### config.mk
export PLATFORM = sky130hd
export DESIGN_NAME = comparator_serial_param
export DESIGN_NICKNAME = d
export VERILOG_FILES = /design/src/rtl/comparator_serial_param.sv
export SDC_FILE = /design/constraint.sdc
export NUM_CORES = 1
export LEC_CHECK = 0
export ABC_AREA = 1
export BUFFER_PORTS_ARGS = -buffer_cell sky130_fd_sc_hd__buf_2
export CORE_MARGIN = 2
export CORE_UTILIZATION = 55
export DETAILED_ROUTE_END_ITERATION = 10
export HOLD_SLACK_MARGIN = 0.1
export PLACE_DENSITY = 0.81
export SLEW_MARGIN = 10
export SYNTH_ARGS = -nofsm -noshare
export SYNTH_HDL_FRONTEND = slang
export SYNTH_SLANG_ARGS = --single-unit
export TNS_END_PERCENT = 5
### constraint.sdc
create_clock -name clk -period 3.1 [get_ports clk]
set_input_delay 0.465 -clock clk [delete_from_list [all_inputs] [get_ports clk]]
set_output_delay 0.465 -clock clk [all_outputs]
set_load 0.02 [all_outputs]
### src/rtl/comparator_serial_param.sv
// comparator_serial_param
//
// Multi-cycle magnitude comparator. It compares two WIDTH-bit operands
// MSB-first, DIGIT bits per clock, and stops at the first digit that differs.
// A start/busy/done handshake controls it. All six relational flags are
// registered and are written together when the comparison completes.
//
// Parameters:
//   WIDTH  operand width in bits (>= 1)
//   DIGIT  bits examined per compare cycle (1..WIDTH, must divide WIDTH)
//
// Ports:
//   clk        clock, rising edge
//   reset      asynchronous, active-high reset
//   start      request, sampled only in IDLE or DONE
//   valA/valB  operands, captured when start is accepted
//   is_signed  (only with SIGNED_CMP_EN) two's-complement compare, captured on start
//   busy       high while comparing
//   done       one-cycle pulse, the flags are updated in this cycle
//   aGTb aGEb aLTb aLEb aEQb aNEb  registered relational flags
//
// Optional feature macro: SIGNED_CMP_EN adds the is_signed input.

module comparator_serial_param #(
    parameter int WIDTH = 8,
    parameter int DIGIT = 2
) (
    input  logic             clk,
    input  logic             reset,
    input  logic             start,
    input  logic [WIDTH-1:0] valA,
    input  logic [WIDTH-1:0] valB,
`ifdef SIGNED_CMP_EN
    input  logic             is_signed,
`endif
    output logic             busy,
    output logic             done,
    output logic             aGTb,
    output logic             aGEb,
    output logic             aLTb,
    output logic             aLEb,
    output logic             aEQb,
    output logic             aNEb
);

    localparam int N  = WIDTH / DIGIT;
    localparam int CW = $clog2(N + 1);

    // Stop elaboration if the digit does not tile the operand exactly.
    if (WIDTH < 1 || DIGIT < 1 || DIGIT > WIDTH || (WIDTH % DIGIT) != 0) begin : g_param_check
        $error("comparator_serial_param: invalid WIDTH/DIGIT combination");
    end

    typedef enum logic [1:0] {
        IDLE,
        COMPARE,
        DONE
    } state_t;

    state_t           state;
    logic [WIDTH-1:0] sh_a;
    logic [WIDTH-1:0] sh_b;
    logic [CW-1:0]    cnt;
    logic [WIDTH-1:0] load_a;
    logic [WIDTH-1:0] load_b;
    logic [DIGIT-1:0] dig_a;
    logic [DIGIT-1:0] dig_b;

    assign dig_a = sh_a[WIDTH-1 -: DIGIT];
    assign dig_b = sh_b[WIDTH-1 -: DIGIT];

    // A signed compare flips both sign bits. Two's-complement order then
    // matches unsigned order, so the serial engine needs no signed case.
    always_comb begin
        load_a = valA;
        load_b = valB;
`ifdef SIGNED_CMP_EN
        load_a[WIDTH-1] = valA[WIDTH-1] ^ is_signed;
        load_b[WIDTH-1] = valB[WIDTH-1] ^ is_signed;
`endif
    end

    // Control FSM and datapath. DONE accepts a new start just like IDLE,
    // so back-to-back operations have no idle cycle between them.
    always_ff @(posedge clk or posedge reset) begin
        if (reset) begin
            state <= IDLE;
            busy  <= 1'b0;
            done  <= 1'b0;
            sh_a  <= '0;
            sh_b  <= '0;
            cnt   <= '0;
            aGTb  <= 1'b0;
            aGEb  <= 1'b0;
            aLTb  <= 1'b0;
            aLEb  <= 1'b0;
            aEQb  <= 1'b0;
            aNEb  <= 1'b0;
        end else begin
            case (state)
                IDLE, DONE: begin
                    done <= 1'b0;
                    if (start) begin
                        sh_a  <= load_a;
                        sh_b  <= load_b;
                        cnt   <= CW'(N);
                        state <= COMPARE;
                        busy  <= 1'b1;
                    end else begin
                        state <= IDLE;
                        busy  <= 1'b0;
                    end
                end
                COMPARE: begin
                    if (dig_a != dig_b) begin
                        // The first differing digit decides the result.
                        aGTb  <= (dig_a > dig_b);
                        aGEb  <= (dig_a > dig_b);
                        aLTb  <= (dig_a < dig_b);
                        aLEb  <= (dig_a < dig_b);
                        aEQb  <= 1'b0;
                        aNEb  <= 1'b1;
                        state <= DONE;
                        busy  <= 1'b0;
                        done  <= 1'b1;
                    end else if (cnt == CW'(1)) begin
                        aGTb  <= 1'b0;
                        aGEb  <= 1'b1;
                        aLTb  <= 1'b0;
                        aLEb  <= 1'b1;
                        aEQb  <= 1'b1;
                        aNEb  <= 1'b0;
                        state <= DONE;
                        busy  <= 1'b0;
                        done  <= 1'b1;
                    end else begin
                        sh_a <= sh_a << DIGIT;
                        sh_b <= sh_b << DIGIT;
                        cnt  <= cnt - CW'(1);
                    end
                end
                default: begin
                    state <= IDLE;
                    busy  <= 1'b0;
                    done  <= 1'b0;
                end
            endcase
        end
    end

endmodule

==> out/qor.csv <==
metric,value,unit
layout cells sized above 1,0.199,
clock insertion delay at the later pin of the skew report,0.31,ns
n_diodes,0,
main combinational cell family by area after synthesis,simple AND/OR/NAND/NOR gates,
Yosys top cell area share,0.454,
Clock Tree Root,clkbuf_4,
min-delay worst type,primary input to asynchronous set/reset pin,
final setup fails,0,
pwr dens,1070,mW/mm²
fmax,470,MHz
number of max-cap violations,0,
Leak,0.911,nW
fin crit share,0.686,
post-synthesis simple-gate area fraction,0.403,
Worst setup EP type,flop,
Final nets,230,
Worst Hold Slack,0.361,ns
Critical-path top delay cell,dfrtp_1,
core area,0.00252,mm²
Initial Util,0.590,
Via density,5.61,
number of H-tree levels,1,
clock share of power,0.088,
CP max FO,20,
Synth warnings,0,
CTS Buf Count,3,
post-synth top area cell,dfrtp_1,
# hold bufs at CTS,0,
Synth cell types,18,
Mean Syn Cell Area,8.00,µm²
Fill cells,236,
Post-Synth Adder-Cell Area,0.0336,
syn nets,209,
TritonCTS clock tree,done,
Critical R2R Launch,busy,
reg-to-reg endpoint,sh_a[0],
via count,1324,
# DRC,0,
largest net degree at the start of global routing,28,
CP Launch Type,flop,
GRT Util Overall,0.205,
"Slew Viols, Final",0,
initial drt markers,87,
"slowest stage delay, CP",0.82,ns
final core utilization,0.635,
"CTS clk-pin slew, worst paths",0.14,ns
worst rel slew slack,0.327,
Pre-antenna DRT Iters,4,
vias in the first global route,1181,
first-pass GRT wire length,5250,µm
Area contributors post-synth,"dfrtp_1, nand3_1, nand2_1",
internal cell power,878,µW
Post-Synth XOR/XNOR Area,0,
Max IR drop VDD,0.609,mV
Post-Place Cells,232,
WL per Instance,12.9,µm
combinational share of power,0.530,
sequential cell area,676,µm²
Final Skew,0.00252,ns
Least-Margin Pin Slew,1.01,ns
Hold Fails Final Rpt,0,
crit-path cells,inv_4 > nor2_8 > nand3_1 > nand3_1 > nand2_1,
Multi-input gate area,678,µm²
Worst EP arrival,2.34,ns
Die W,56.0,µm
mux cell area share after synthesis,0,
GRT Residual Overflow,0,
count of buffers from port buffering,26,
fin cells,236,
"most used cell, CP",nand3_1,
Synth Instances,186,
Yosys reg bits,27,
RSZ-0062 raised after global routing,no,
Reg2Reg Depth,5,
setup TNS,0,ns
sequential power share,0.382,
R2R setup slack,0.97,ns
Max Root-Sink Buffers,2,
Area Overhead vs Synth,7.74,%
I/O pins,27,
total power,1.72,mW
"Seq/Total Area, Yosys",0.454,
Final ANT Viol Nets,0,
synthesized area,0.00149,mm²
CTS Sinks,27,
"Min Clock Period, post-route",2.13,ns
Routed WL,3050,µm
post_cts resized,0,
CP required,3.31,ns
CP Class,flop to flop,
outcome,finished clean,
Psw,838,µW
postcts setup bufs,0,
initial antenna violation count,0,
compound-gate portion of the synthesized area,0.0193,
RePlAce Congestion,0.825,
row count,18,
switching share of power,0.488,
post-detail-place hpwl,2140,µm
die area,0.00314,mm²
Die H,56.0,µm
==> how the worst max path moves through the flow <==
| stage | from | to | slack, ns |
|---|---|---|---|
| 3_5_place_dp | busy | sh_a[0] | 1.02 |
| 3_3_place_gp | busy | sh_a[1] | 1.12 |
| 4_1_cts | busy | sh_a[0] | 0.99 |
| 6_report | busy | sh_a[0] | 0.97 |
| 2_1_floorplan | sh_a[7] | cnt[2] | 1.75 |
| 5_1_grt | busy | sh_b[3] | 0.75 |
==> Yosys cell counts, drive strengths merged <==
| master | number |
|---|---|
| a21boi | 1 |
| buf | 10 |
| ha | 4 |
| nor2 | 5 |
| dfrtp | 27 |
| o21ai | 1 |
| nand3 | 54 |
| inv | 14 |
| nand2 | 65 |
| a21oi | 1 |
| nand4 | 4 |
==> power by group through the flow <==
stage               logic (mW)  registers, mW  clock network (mW)
global placement         0.870          0.658                   0
detailed placement       0.910          0.662                   0
CTS                      0.912          0.654               0.156
finish                   0.909          0.656               0.151
floorplan                0.762          0.656                   0
global route              1.03          0.683               0.169
==> cell type report <==
| class | count | share of cell area |
|---|---|---|
| Multi-Input combinational cell | 135 | 0.423 |
| Timing Repair Buffer | 26 | 0.0812 |
| Tap cell | 30 | 0.0234 |
| Sequential cell | 27 | 0.422 |
| Inverter | 14 | 0.0343 |
| Clock buffer | 4 | 0.0164 |
==> worst max-delay path: cells and delay by family (launching register included) <==
| kind | cells | cell delay, ns |
|---|---|---|
| buffers and inverters | 1 | 0.14 |
| flip-flops | 1 | 0.82 |
| AND/OR/NAND/NOR | 4 | 1.05 |
==> layout by cell type (no fill, tap or decap) <==
| cell type | synthesis | routed |
|---|---|---|
| nand4_1 | 4 | 4 |
| inv_1 | 12 | 12 |
| nand3_1 | 54 | 54 |
| clkbuf_1 | 0 | 1 |
| nand2_4 | 1 | 1 |
| inv_2 | 1 | 1 |
| clkbuf_4 | 0 | 3 |
| a21oi_4 | 1 | 1 |
| nor2_1 | 4 | 4 |
| nor2_8 | 1 | 1 |
| a21boi_0 | 1 | 1 |
| inv_4 | 1 | 1 |
| o21ai_0 | 1 | 1 |
| nand2_2 | 7 | 7 |
| nand2_1 | 57 | 57 |
| buf_2 | 6 | 26 |
| ha_1 | 4 | 4 |
| dfrtp_1 | 27 | 27 |
==> sequential cells by signal, summed over array words and instances, names as in the netlist <==
signal and count:
sh_a 8, sh_b 8, cnt 3, aEQb 1, aGEb 1, aGTb 1, aLEb 1, aLTb 1
aNEb 1, busy 1, state 1
==> per-layer routing <==
metal	vias to the layer above	share of wire	GRT usage
li1	647	-	-
met1	616	0.45	0.297
met2	53	0.47	0.314
met3	8	0.059	0.0209
met4	0	0.021	0.0850
met5	-	0	0
==> through the flow <==
stage,setup WS (ns),cell area [µm²]
CTS,0.993,1600
global route,0.753,1600
global placement,1.12,1580
finish,0.973,1600
floorplan,1.75,1490
detailed placement,1.02,1580
==> logic make-up (layout without fill, tap and decap cells) <==
| family | after synthesis | count (layout) |
|---|---|---|
| and+or+nand+nor | 128 | 128 |
| AOI/OAI and AO/OA | 3 | 3 |
| adders and majority gates | 4 | 4 |
| buffers and inverters | 24 | 44 |
| DFF | 27 | 27 |
(Power assumes the default switching activity.)
